===== src/rtl/uart_rx_if.sv =====
// uart_rx_if: serial input and received-byte outputs of the UART receiver.
// master = the receiver itself, slave = the byte consumer / line driver.
interface uart_rx_if;
  logic       rxd;
  logic [7:0] data;
  logic       valid;
  logic       parity_err;
  logic       frame_err;
  logic       busy;

  modport master (
    input  rxd,
    output data,
    output valid,
    output parity_err,
    output frame_err,
    output busy
  );

  modport slave (
    output rxd,
    input  data,
    input  valid,
    input  parity_err,
    input  frame_err,
    input  busy
  );
endinterface


===== src/rtl/uart_rx.sv =====
// uart_rx: 16x-oversampled UART receiver for LSB-first 8-bit frames.
// Frame: start(0), 8 data bits, optional even parity, stop(1).
// Define UART_RX_PARITY_EN to receive 11-bit frames with even parity;
// leave it undefined for 10-bit frames with parity_err tied low.
//
// state  | meaning
// IDLE   | line idle, oversample counters held at 0, waiting for 1->0 edge
// START  | confirming start bit by majority vote at its middle
// DATA   | sampling the 8 data bits, shifted in at the MSB
// PARITY | sampling the even-parity bit (only with UART_RX_PARITY_EN)
// STOP   | sampling the stop bit; byte and flags delivered on the decision
// BREAK  | stop bit was 0; waiting for the line to return high
module uart_rx #(
  parameter int DIV = 326
) (
  input  logic      clk_50M,
  input  logic      reset,
  uart_rx_if.master bus
);

  localparam int            DW       = (DIV > 1) ? $clog2(DIV) : 1;
  localparam logic [DW-1:0] DIV_LAST = DW'(DIV - 1);

`ifdef UART_RX_PARITY_EN
  typedef enum logic [2:0] {
    S_IDLE   = 3'd0,
    S_START  = 3'd1,
    S_DATA   = 3'd2,
    S_PARITY = 3'd3,
    S_STOP   = 3'd4,
    S_BREAK  = 3'd5
  } state_t;
`else
  typedef enum logic [2:0] {
    S_IDLE   = 3'd0,
    S_START  = 3'd1,
    S_DATA   = 3'd2,
    S_STOP   = 3'd4,
    S_BREAK  = 3'd5
  } state_t;
`endif

  state_t state_q, state_d;

  // input conditioning
  logic          rxd_s1_q, rxd_s2_q, rxd_prev_q;
  logic [1:0]    flush_q, flush_d;
  logic          rxd_sync;
  logic          armed;
  logic          start_edge;

  // oversampling
  logic [DW-1:0] div_cnt_q, div_cnt_d;
  logic [3:0]    bit_tick_q, bit_tick_d;
  logic [1:0]    samp_hist_q, samp_hist_d;
  logic          tick;
  logic          decide;
  logic          bit_val;

  // frame assembly and outputs
  logic [2:0]    bit_idx_q, bit_idx_d;
  logic [7:0]    shift_q, shift_d;
  logic [7:0]    data_q, data_d;
  logic          valid_q, valid_d;
  logic          frame_err_q, frame_err_d;
`ifdef UART_RX_PARITY_EN
  logic          par_err_q, par_err_d;
  logic          parity_err_q, parity_err_d;
`endif

  assign rxd_sync = rxd_s2_q;

  // The synchronizer resets to 1, so its first cycles after reset can show
  // a fake 1->0 step when rxd is held low; edges are ignored until the
  // chain holds only real line samples.
  assign armed      = (flush_q == 2'd3);
  assign start_edge = armed && !rxd_sync && rxd_prev_q;

  assign tick    = (div_cnt_q == DIV_LAST);
  assign decide  = tick && (bit_tick_q == 4'd9);
  // samples from ticks 7 and 8 are in the history, tick 9 is the live one
  assign bit_val = (samp_hist_q[1] & samp_hist_q[0]) |
                   (samp_hist_q[1] & rxd_sync)       |
                   (samp_hist_q[0] & rxd_sync);

  // two-flop synchronizer plus one-cycle-old copy for edge detection
  always_ff @(posedge clk_50M or posedge reset) begin
    if (reset) begin
      rxd_s1_q   <= 1'b1;
      rxd_s2_q   <= 1'b1;
      rxd_prev_q <= 1'b1;
      flush_q    <= 2'd0;
    end else begin
      rxd_s1_q   <= bus.rxd;
      rxd_s2_q   <= rxd_s1_q;
      rxd_prev_q <= rxd_s2_q;
      flush_q    <= flush_d;
    end
  end

  // count cycles since reset until the synchronizer chain is flushed
  always_comb begin
    flush_d = flush_q;
    if (flush_q != 2'd3) flush_d = flush_q + 2'd1;
  end

  // FSM state register
  always_ff @(posedge clk_50M or posedge reset) begin
    if (reset) state_q <= S_IDLE;
    else       state_q <= state_d;
  end

  // FSM next-state logic
  always_comb begin
    state_d = state_q;
    case (state_q)
      S_IDLE:   if (start_edge) state_d = S_START;
      S_START:  if (decide) state_d = bit_val ? S_IDLE : S_DATA;
      S_DATA: begin
        if (decide && (bit_idx_q == 3'd7)) begin
`ifdef UART_RX_PARITY_EN
          state_d = S_PARITY;
`else
          state_d = S_STOP;
`endif
        end
      end
`ifdef UART_RX_PARITY_EN
      S_PARITY: if (decide) state_d = S_STOP;
`endif
      S_STOP:   if (decide) state_d = bit_val ? S_IDLE : S_BREAK;
      S_BREAK:  if (rxd_sync) state_d = S_IDLE;
      default:  state_d = S_IDLE;
    endcase
  end

  // FSM outputs: oversample counters, shift register and delivered byte
  always_comb begin
    div_cnt_d   = div_cnt_q;
    bit_tick_d  = bit_tick_q;
    samp_hist_d = samp_hist_q;
    bit_idx_d   = bit_idx_q;
    shift_d     = shift_q;
    data_d      = data_q;
    valid_d     = 1'b0;
    frame_err_d = frame_err_q;
`ifdef UART_RX_PARITY_EN
    par_err_d    = par_err_q;
    parity_err_d = parity_err_q;
`endif

    if (state_q == S_IDLE) begin
      div_cnt_d  = start_edge ? DW'(1) : '0;
      bit_tick_d = 4'd0;
    end else begin
      div_cnt_d = tick ? '0 : div_cnt_q + DW'(1);
      if (tick) bit_tick_d = bit_tick_q + 4'd1;
    end

    if (tick) samp_hist_d = {samp_hist_q[0], rxd_sync};

    case (state_q)
      S_START: begin
        // the 16-tick wrap already lands on the next bit's tick 0,
        // so restarting the bit index is all the realignment needed
        if (decide) bit_idx_d = 3'd0;
      end
      S_DATA: begin
        if (decide) begin
          shift_d = {bit_val, shift_q[7:1]};
          if (bit_idx_q != 3'd7) bit_idx_d = bit_idx_q + 3'd1;
        end
      end
`ifdef UART_RX_PARITY_EN
      S_PARITY: begin
        if (decide) par_err_d = ^{shift_q, bit_val};
      end
`endif
      S_STOP: begin
        if (decide) begin
          data_d      = shift_q;
          valid_d     = 1'b1;
          frame_err_d = !bit_val;
`ifdef UART_RX_PARITY_EN
          parity_err_d = par_err_q;
`endif
        end
      end
      default: begin
      end
    endcase
  end

  // datapath and output registers
  always_ff @(posedge clk_50M or posedge reset) begin
    if (reset) begin
      div_cnt_q   <= '0;
      bit_tick_q  <= 4'd0;
      samp_hist_q <= 2'b11;
      bit_idx_q   <= 3'd0;
      shift_q     <= 8'h00;
      data_q      <= 8'h00;
      valid_q     <= 1'b0;
      frame_err_q <= 1'b0;
`ifdef UART_RX_PARITY_EN
      par_err_q    <= 1'b0;
      parity_err_q <= 1'b0;
`endif
    end else begin
      div_cnt_q   <= div_cnt_d;
      bit_tick_q  <= bit_tick_d;
      samp_hist_q <= samp_hist_d;
      bit_idx_q   <= bit_idx_d;
      shift_q     <= shift_d;
      data_q      <= data_d;
      valid_q     <= valid_d;
      frame_err_q <= frame_err_d;
`ifdef UART_RX_PARITY_EN
      par_err_q    <= par_err_d;
      parity_err_q <= parity_err_d;
`endif
    end
  end

  assign bus.data      = data_q;
  assign bus.valid     = valid_q;
  assign bus.frame_err = frame_err_q;
  assign bus.busy      = (state_q != S_IDLE);
`ifdef UART_RX_PARITY_EN
  assign bus.parity_err = parity_err_q;
`else
  assign bus.parity_err = 1'b0;
`endif

endmodule


===== src/flat_wrapper.sv =====
// flat-port wrapper written by rule: the top's interface ports become plain ports
module uart_rx_flat 
#(
  parameter int DIV = 326
)
  (clk_50M, reset, bus_rxd, bus_data, bus_valid, bus_parity_err, bus_frame_err, bus_busy);
  uart_rx_if bus_i ();
  input  logic clk_50M;
  input  logic reset;
  input wire logic [$bits(bus_i.rxd)-1:0] bus_rxd;
  output wire logic [$bits(bus_i.data)-1:0] bus_data;
  output wire logic [$bits(bus_i.valid)-1:0] bus_valid;
  output wire logic [$bits(bus_i.parity_err)-1:0] bus_parity_err;
  output wire logic [$bits(bus_i.frame_err)-1:0] bus_frame_err;
  output wire logic [$bits(bus_i.busy)-1:0] bus_busy;
  assign bus_i.rxd = bus_rxd;
  assign bus_data = bus_i.data;
  assign bus_valid = bus_i.valid;
  assign bus_parity_err = bus_i.parity_err;
  assign bus_frame_err = bus_i.frame_err;
  assign bus_busy = bus_i.busy;
  uart_rx #(.DIV(DIV)) u_core (.clk_50M(clk_50M), .reset(reset), .bus(bus_i));
endmodule

===== config.mk =====
export PLATFORM = sky130hd
export DESIGN_NAME = uart_rx_flat
export DESIGN_NICKNAME = d
export VERILOG_FILES = /design/src/rtl/uart_rx_if.sv /design/src/rtl/uart_rx.sv /design/src/flat_wrapper.sv
export SDC_FILE = /design/constraint.sdc
export NUM_CORES = 1
export LEC_CHECK = 0
export ABC_CLOCK_PERIOD_IN_PS = 1830
export CORE_MARGIN = 1.5
export CORE_UTILIZATION = 40
export DETAILED_ROUTE_END_ITERATION = 12
export PLACE_DENSITY = 0.57
export SYNTH_ARGS = -nofsm -noshare
export SYNTH_HDL_FRONTEND = slang
export SYNTH_SLANG_ARGS = --single-unit

===== constraint.sdc =====
create_clock -name clk_50M -period 1.83 [get_ports clk_50M]
set_input_delay 0.366 -clock clk_50M [delete_from_list [all_inputs] [get_ports clk_50M]]
set_output_delay 0.366 -clock clk_50M [all_outputs]
set_load 0.01 [all_outputs]

## Word level (Yosys, flattened, before mapping)

Index checks and enable logic that the tools add are counted.
W data, S select, Z words.

- Output and inout bits: 12
- Register bits: 44
- Word-level logic and storage cells: 72
- Input bits: 3

- Add/sub/neg operators: 4
- Reductions and logical operators: 14
- Eq/ne operators: 17
- Bitwise gates (word level): 5
- Muxes and demuxes: 19

Operator list:

| cell | count |
|---|---|
| $mux W3 | 9 |
| $mux W9 | 2 |
| $pmux W3 S5 | 1 |
| $ne A2 B1 Y1 const B | 7 |
| $add A9 B1 Y9 const B | 1 |
| $eq A3 B3 Y1 const B | 3 |
| $eq A9 B9 Y1 const B | 1 |
| $mux W4 | 2 |
| $pmux W3 S2 | 1 |
| $reduce_and A5 Y1 | 1 |
| $add A4 B1 Y4 const B | 1 |
| $eq A4 B4 Y1 const B | 1 |
| $logic_and A1 B1 Y1 | 4 |
| $reduce_and A2 Y1 | 2 |
| $reduce_and A4 Y1 | 1 |
| $reduce_bool A2 Y1 | 2 |
| $add A3 B1 Y3 const B | 1 |
| $and A1 B1 Y1 | 3 |
| $eq A3 B1 Y1 const B | 1 |
| $eq A3 B2 Y1 const B | 1 |
| $logic_not A3 Y1 | 1 |
| $mux W1 | 3 |
| $ne A3 B3 Y1 const B | 1 |
| $reduce_bool A3 Y1 | 1 |
| 6 further kinds | 8 |

## Logic depth before layout (Yosys ltp)

- Word-level depth: 6
- Depth in mapped cells: 7

## Worst setup path before layout

No wires, ideal clock.

- Path type: register to register
- Start: register u_core.div_cnt_q[1]
- End: register u_core.data_q[0], in the netlist u_core.bus.data[0]
- Path slack: -0.089 ns
- Data required time: 1.705 ns
- Cell stages (with the launch flop): 8
- Clock period less this slack: 1.919 ns
- Path buffers: 1
- Data arrival time: 1.794 ns
- Library setup time: 0.125 ns
- Cells stage by stage: dfrtp_1 inv_1 ha_1 and4b_1 nand4_4 or3_1 buf_6 mux2_4

- Cells in the longest elaborated chain, start to end: 3

Ends and longest elaborated chain:

| item | line | source |
|---|---|---|
| start: declaration | uart_rx.sv:53 | `logic [DW-1:0] div_cnt_q, div_cnt_d;` |
| start signal: assignment | uart_rx.sv:210 | `div_cnt_q <= div_cnt_d;` |
| $eq A9 B9 Y1 | uart_rx.sv:79 | `assign tick = (div_cnt_q == DIV_LAST);` |
| $logic_and A1 B1 Y1 | uart_rx.sv:80 | `assign decide = tick && (bit_tick_q == 4'd9);` |
| $reduce_and A2 Y1 (no source line) | -- |  |
| end signal: assignment | uart_rx.sv:215 | `data_q <= data_d;` |
| end: declaration | uart_rx.sv:63 | `logic [7:0] data_q, data_d;` |

No other way between the ends.
A chain may end at the register's enable or synchronous reset.

## Worst setup path in the final report

- Start: register u_core.div_cnt_q[1]
- End: register u_core.frame_err_q, in the netlist u_core.bus.frame_err

- Cells in the longest elaborated chain, start to end: 3

Ends and longest elaborated chain:

| item | line | source |
|---|---|---|
| $eq A9 B9 Y1 | uart_rx.sv:79 |  |
| $logic_and A1 B1 Y1 | uart_rx.sv:80 |  |
| $reduce_and A2 Y1 (no source line) | -- |  |
| end signal: assignment | uart_rx.sv:217 | `frame_err_q <= frame_err_d;` |
| end: declaration | uart_rx.sv:65 | `logic frame_err_q, frame_err_d;` |

No other way between the ends.

==> impl_results.md <==
- Leak: 1.24 nW
- Critical path's largest stage delay: 0.39 ns
- Initial antenna violation count: 0
- Crit path capture type: flop
- Placed insts: 260
- Crit path time final: between 1.5 and 2 ns
- Complex-gate fraction of the synthesized area: 4.96%
- Dpl hpwl: 2680 µm
- Sequential power share: between 40% and 50%
- CP required: about 2.0 ns
- Worst clock skew: around 0.008 ns
- Total core area: ~4800 µm²
- Sw Share: 26.6%
- Post-layout instance count excluding filler cells: 273
- Die Wd: approximately 74 µm
- Post-synthesis adder-cell area fraction: between 4 and 5%
- Simple-Gate Fraction of Synth Area: 14.1%
- Global-route wire length before repair: around 6500 µm
- Total number of vias: 1319
- Worst path cell trace: inv_1 > ha_2 > and4b_2 > nand4_4 > or3_4 > buf_6 > mux2_4
- Gr ovfl total: 0
- Max-cap violations: 0
- Cell Rows: 25
- DP Area: 2390 µm²
- Vias in the first global route: approximately 1400
- First DRT Iteration DRCs: 30
- GP Congestion: 0.762
- Crit path max fanout: 5
- Cell count after synthesis: about 160
- Psw: 0.000618 W
- Clock Latency Late Sink: 0.30 ns
- PortBufs: 13
- Die Area: 5480 µm²
- Hold WS: 0.360 ns
- Final setup vio count: 12
- XOR/XNOR Fraction of Synth Area: 4.77%
- Failing checks: negative setup slack
- Crit path kind: reg2reg
- Clock share of power: 32.2%
- Status: finished with violations
- Worst-path clk slew: 0.08 ns
- Crit-path leading delay family: simple AND/OR/NAND/NOR gates
- I/O pin cnt: 15
- Sum of buffers and inverters on the critical path: 2
- Post-Layout Inst Area: 2620 µm²
- Clock Tree Buf Depth: 2
- Ys flop type: dfrtp_1
- Die H: 74.1 µm
- Fin. Hold Viols: 0
- Final period util: 103%
- Number of vias per cell: about 4.8
- Largest family of logic cells by synthesized area: multiplexers
- Number of remaining DRC errors: 0
- Sink Count: 44
- Initial Util: 42.2%
- TritonRoute pass-1 iters: 4
- Syn_nets: approximately 170
- Synth-to-layout area growth: 29.9%
- CTS tree: done
- RSZ-0062 raised after global routing: yes
- Avg Inst Size Synth: 12.5 µm²
- Pwr Density: 885 nW/µm²
- Max Clk Rate: 0.533 GHz
- Seq cells post-synth: 44
- Pin count of the biggest net entering global routing: 45
- All-Layer GR Usage: 15.9%
- Post-synth ARST share: between 90% and 100%
- H-tree lvl count: 2
- DR WL/cell: 14.5 µm
- Setup TNS: -0.392 ns
- VDD IR max: 0.502 mV
- CTS buffer count: 5
- CP arrival: 2.06 ns
- Seq/Total Area, Yosys: a little over half
- Nets: 215
- Logic pwr share: 19.4%
- Synth cell types: 37
- Post-synth EDFFs: 0
- Root Buffer: clkbuf_8
- CTS hold repair buffers: 0
- P_int: 0.00171 W
- CP max-delay cell: dfrtp_1
- Worst hold path class: reg2reg
- Layout cells sized above 1: between 30 and 40%
- Mapped Area: 2020 µm²
- Detailed Route WL: around 4000 µm
- Startpoint types: flop
- Mux cell area share after synthesis: 14.4%
- Yosys warns: 0
- Antenna diodes: 0
- Slew Limit Fails: 0
- Setup WS post-layout: -0.0458 ns
- Routed Antenna Nets: 0
[stage by stage]
stage               power (W)  setup slack, ns  util, %
floorplan             0.00136          -0.0333        -
global placement      0.00155          -0.0346     50.0
detailed placement    0.00156          -0.0602     50.0
CTS                   0.00231          -0.0577     53.0
global route          0.00244           -0.118     54.8
finish                0.00232          -0.0458     54.8
[layout make-up]
type	instances	area (µm²)
multi-input cells	108	933
well taps	67	83.8
clock inverters	3	42.5
repair buffers	38	357
clock buffers	5	68.8
inverters	8	30.0
flip-flops and latches	44	1110
fillers	421	2160
[metal layers]
layer | share of wire [%] | track usage, % | up-vias
met1 | 45 | 19.3 | 666
met2 | 52 | 27.3 | 10
met3 | 1.8 | 4.07 | 4
met4 | 1.0 | 5.56 | 0
met5 | 0 | 0 | -
li1 | - | - | 639
[worst reg2reg max path, stage by stage, from the launching register on]
cell and delay [ns]:
dfrtp_1 0.39, inv_1 0.06, ha_2 0.17, and4b_2 0.26, nand4_4 0.09, or3_4 0.37, buf_6 0.15, mux2_4 0.29
[state kept, by name, indices dropped and copies added, names as in the netlist]
name and count:
u_core.flush_q 2, u_core.bus.frame_err 1, u_core.state_q 3, u_core.rxd_s2_q 1
u_core.rxd_prev_q 1, u_core.bus.valid 1, u_core.bus.data 8, u_core.bit_tick_q 4
u_core.bit_idx_q 3, u_core.div_cnt_q 9, u_core.samp_hist_q 2, u_core.shift_q 8
u_core.rxd_s1_q 1
[power by group through the flow]
stage	logic (W)	registers, W	clock network [W]
global route	0.000501	0.00114	0.000803
CTS	0.000424	0.00113	0.000763
detailed placement	0.000420	0.00114	0
finish	0.000450	0.00113	0.000747
floorplan	0.000200	0.00116	0
global placement	0.000410	0.00114	0
[what timing repair did]
item | in CTS | in global routing
cloned | 0 | 1
setup buffers | 1 | 3
resized for setup | 8 | 18
pin swaps | 2 | 3
setup endpoints to repair | 23 | 27
[synth_stat cells, drive strengths merged (2+ instances only)]
cell type	n	area share (%)
a21oi	5	1.2
buf	2	0.93
dfrtp	39	48
dfstp	5	6.5
ha	7	4.3
inv	8	1.5
mux2	21	13
mux2i	2	0.99
nand2	7	1.3
nand2b	3	0.93
nand3	5	1.2
nor2	20	3.8
nor3	4	0.99
o21ai	5	1.4
o31ai	2	0.74
xnor2	8	3.5
xor2	3	1.3
[cells by family after synthesis]
group           count (synthesis)
fa+ha+maj                       7
simple gates                   50
compound gates                 16
mux                            23
other cells                     1
flops                          44
xor+xnor                       11
buf+inv                        10
[placed cells by master (no fill, tap or decap), types with 5 or more instances in the layout]
| master | count |
|---|---|
| buf_4 | 19 |
| nand3_1 | 5 |
| clkdlybuf4s50_1 | 12 |
| nand2_1 | 7 |
| mux2_4 | 17 |
| inv_1 | 8 |
| ha_1 | 6 |
| nor2_1 | 18 |
| dfstp_2 | 5 |
| clkbuf_8 | 5 |
| xnor2_1 | 8 |
| dfrtp_1 | 38 |
[path summary, 6_finish.rpt]
kind / from / to / slack [ns] / cells after the start
setup / recovery: u_core.div_cnt_q[1] / u_core.bus.frame_err / -0.05 / 7
hold / removal: u_core.rxd_s1_q / u_core.rxd_s2_q / 0.36 / 0
setup reg to reg: u_core.div_cnt_q[1] / u_core.bus.frame_err / -0.05 / 7
hold reg to reg: u_core.rxd_s1_q / u_core.rxd_s2_q / 0.36 / 0
max in group asynchronous: reset / u_core.samp_hist_q[0] / 1.12 / 3
min in group asynchronous: reset / u_core.bus.data[0] / 0.43 / 3
No activity file was read; power rests on OpenSTA's default activity.
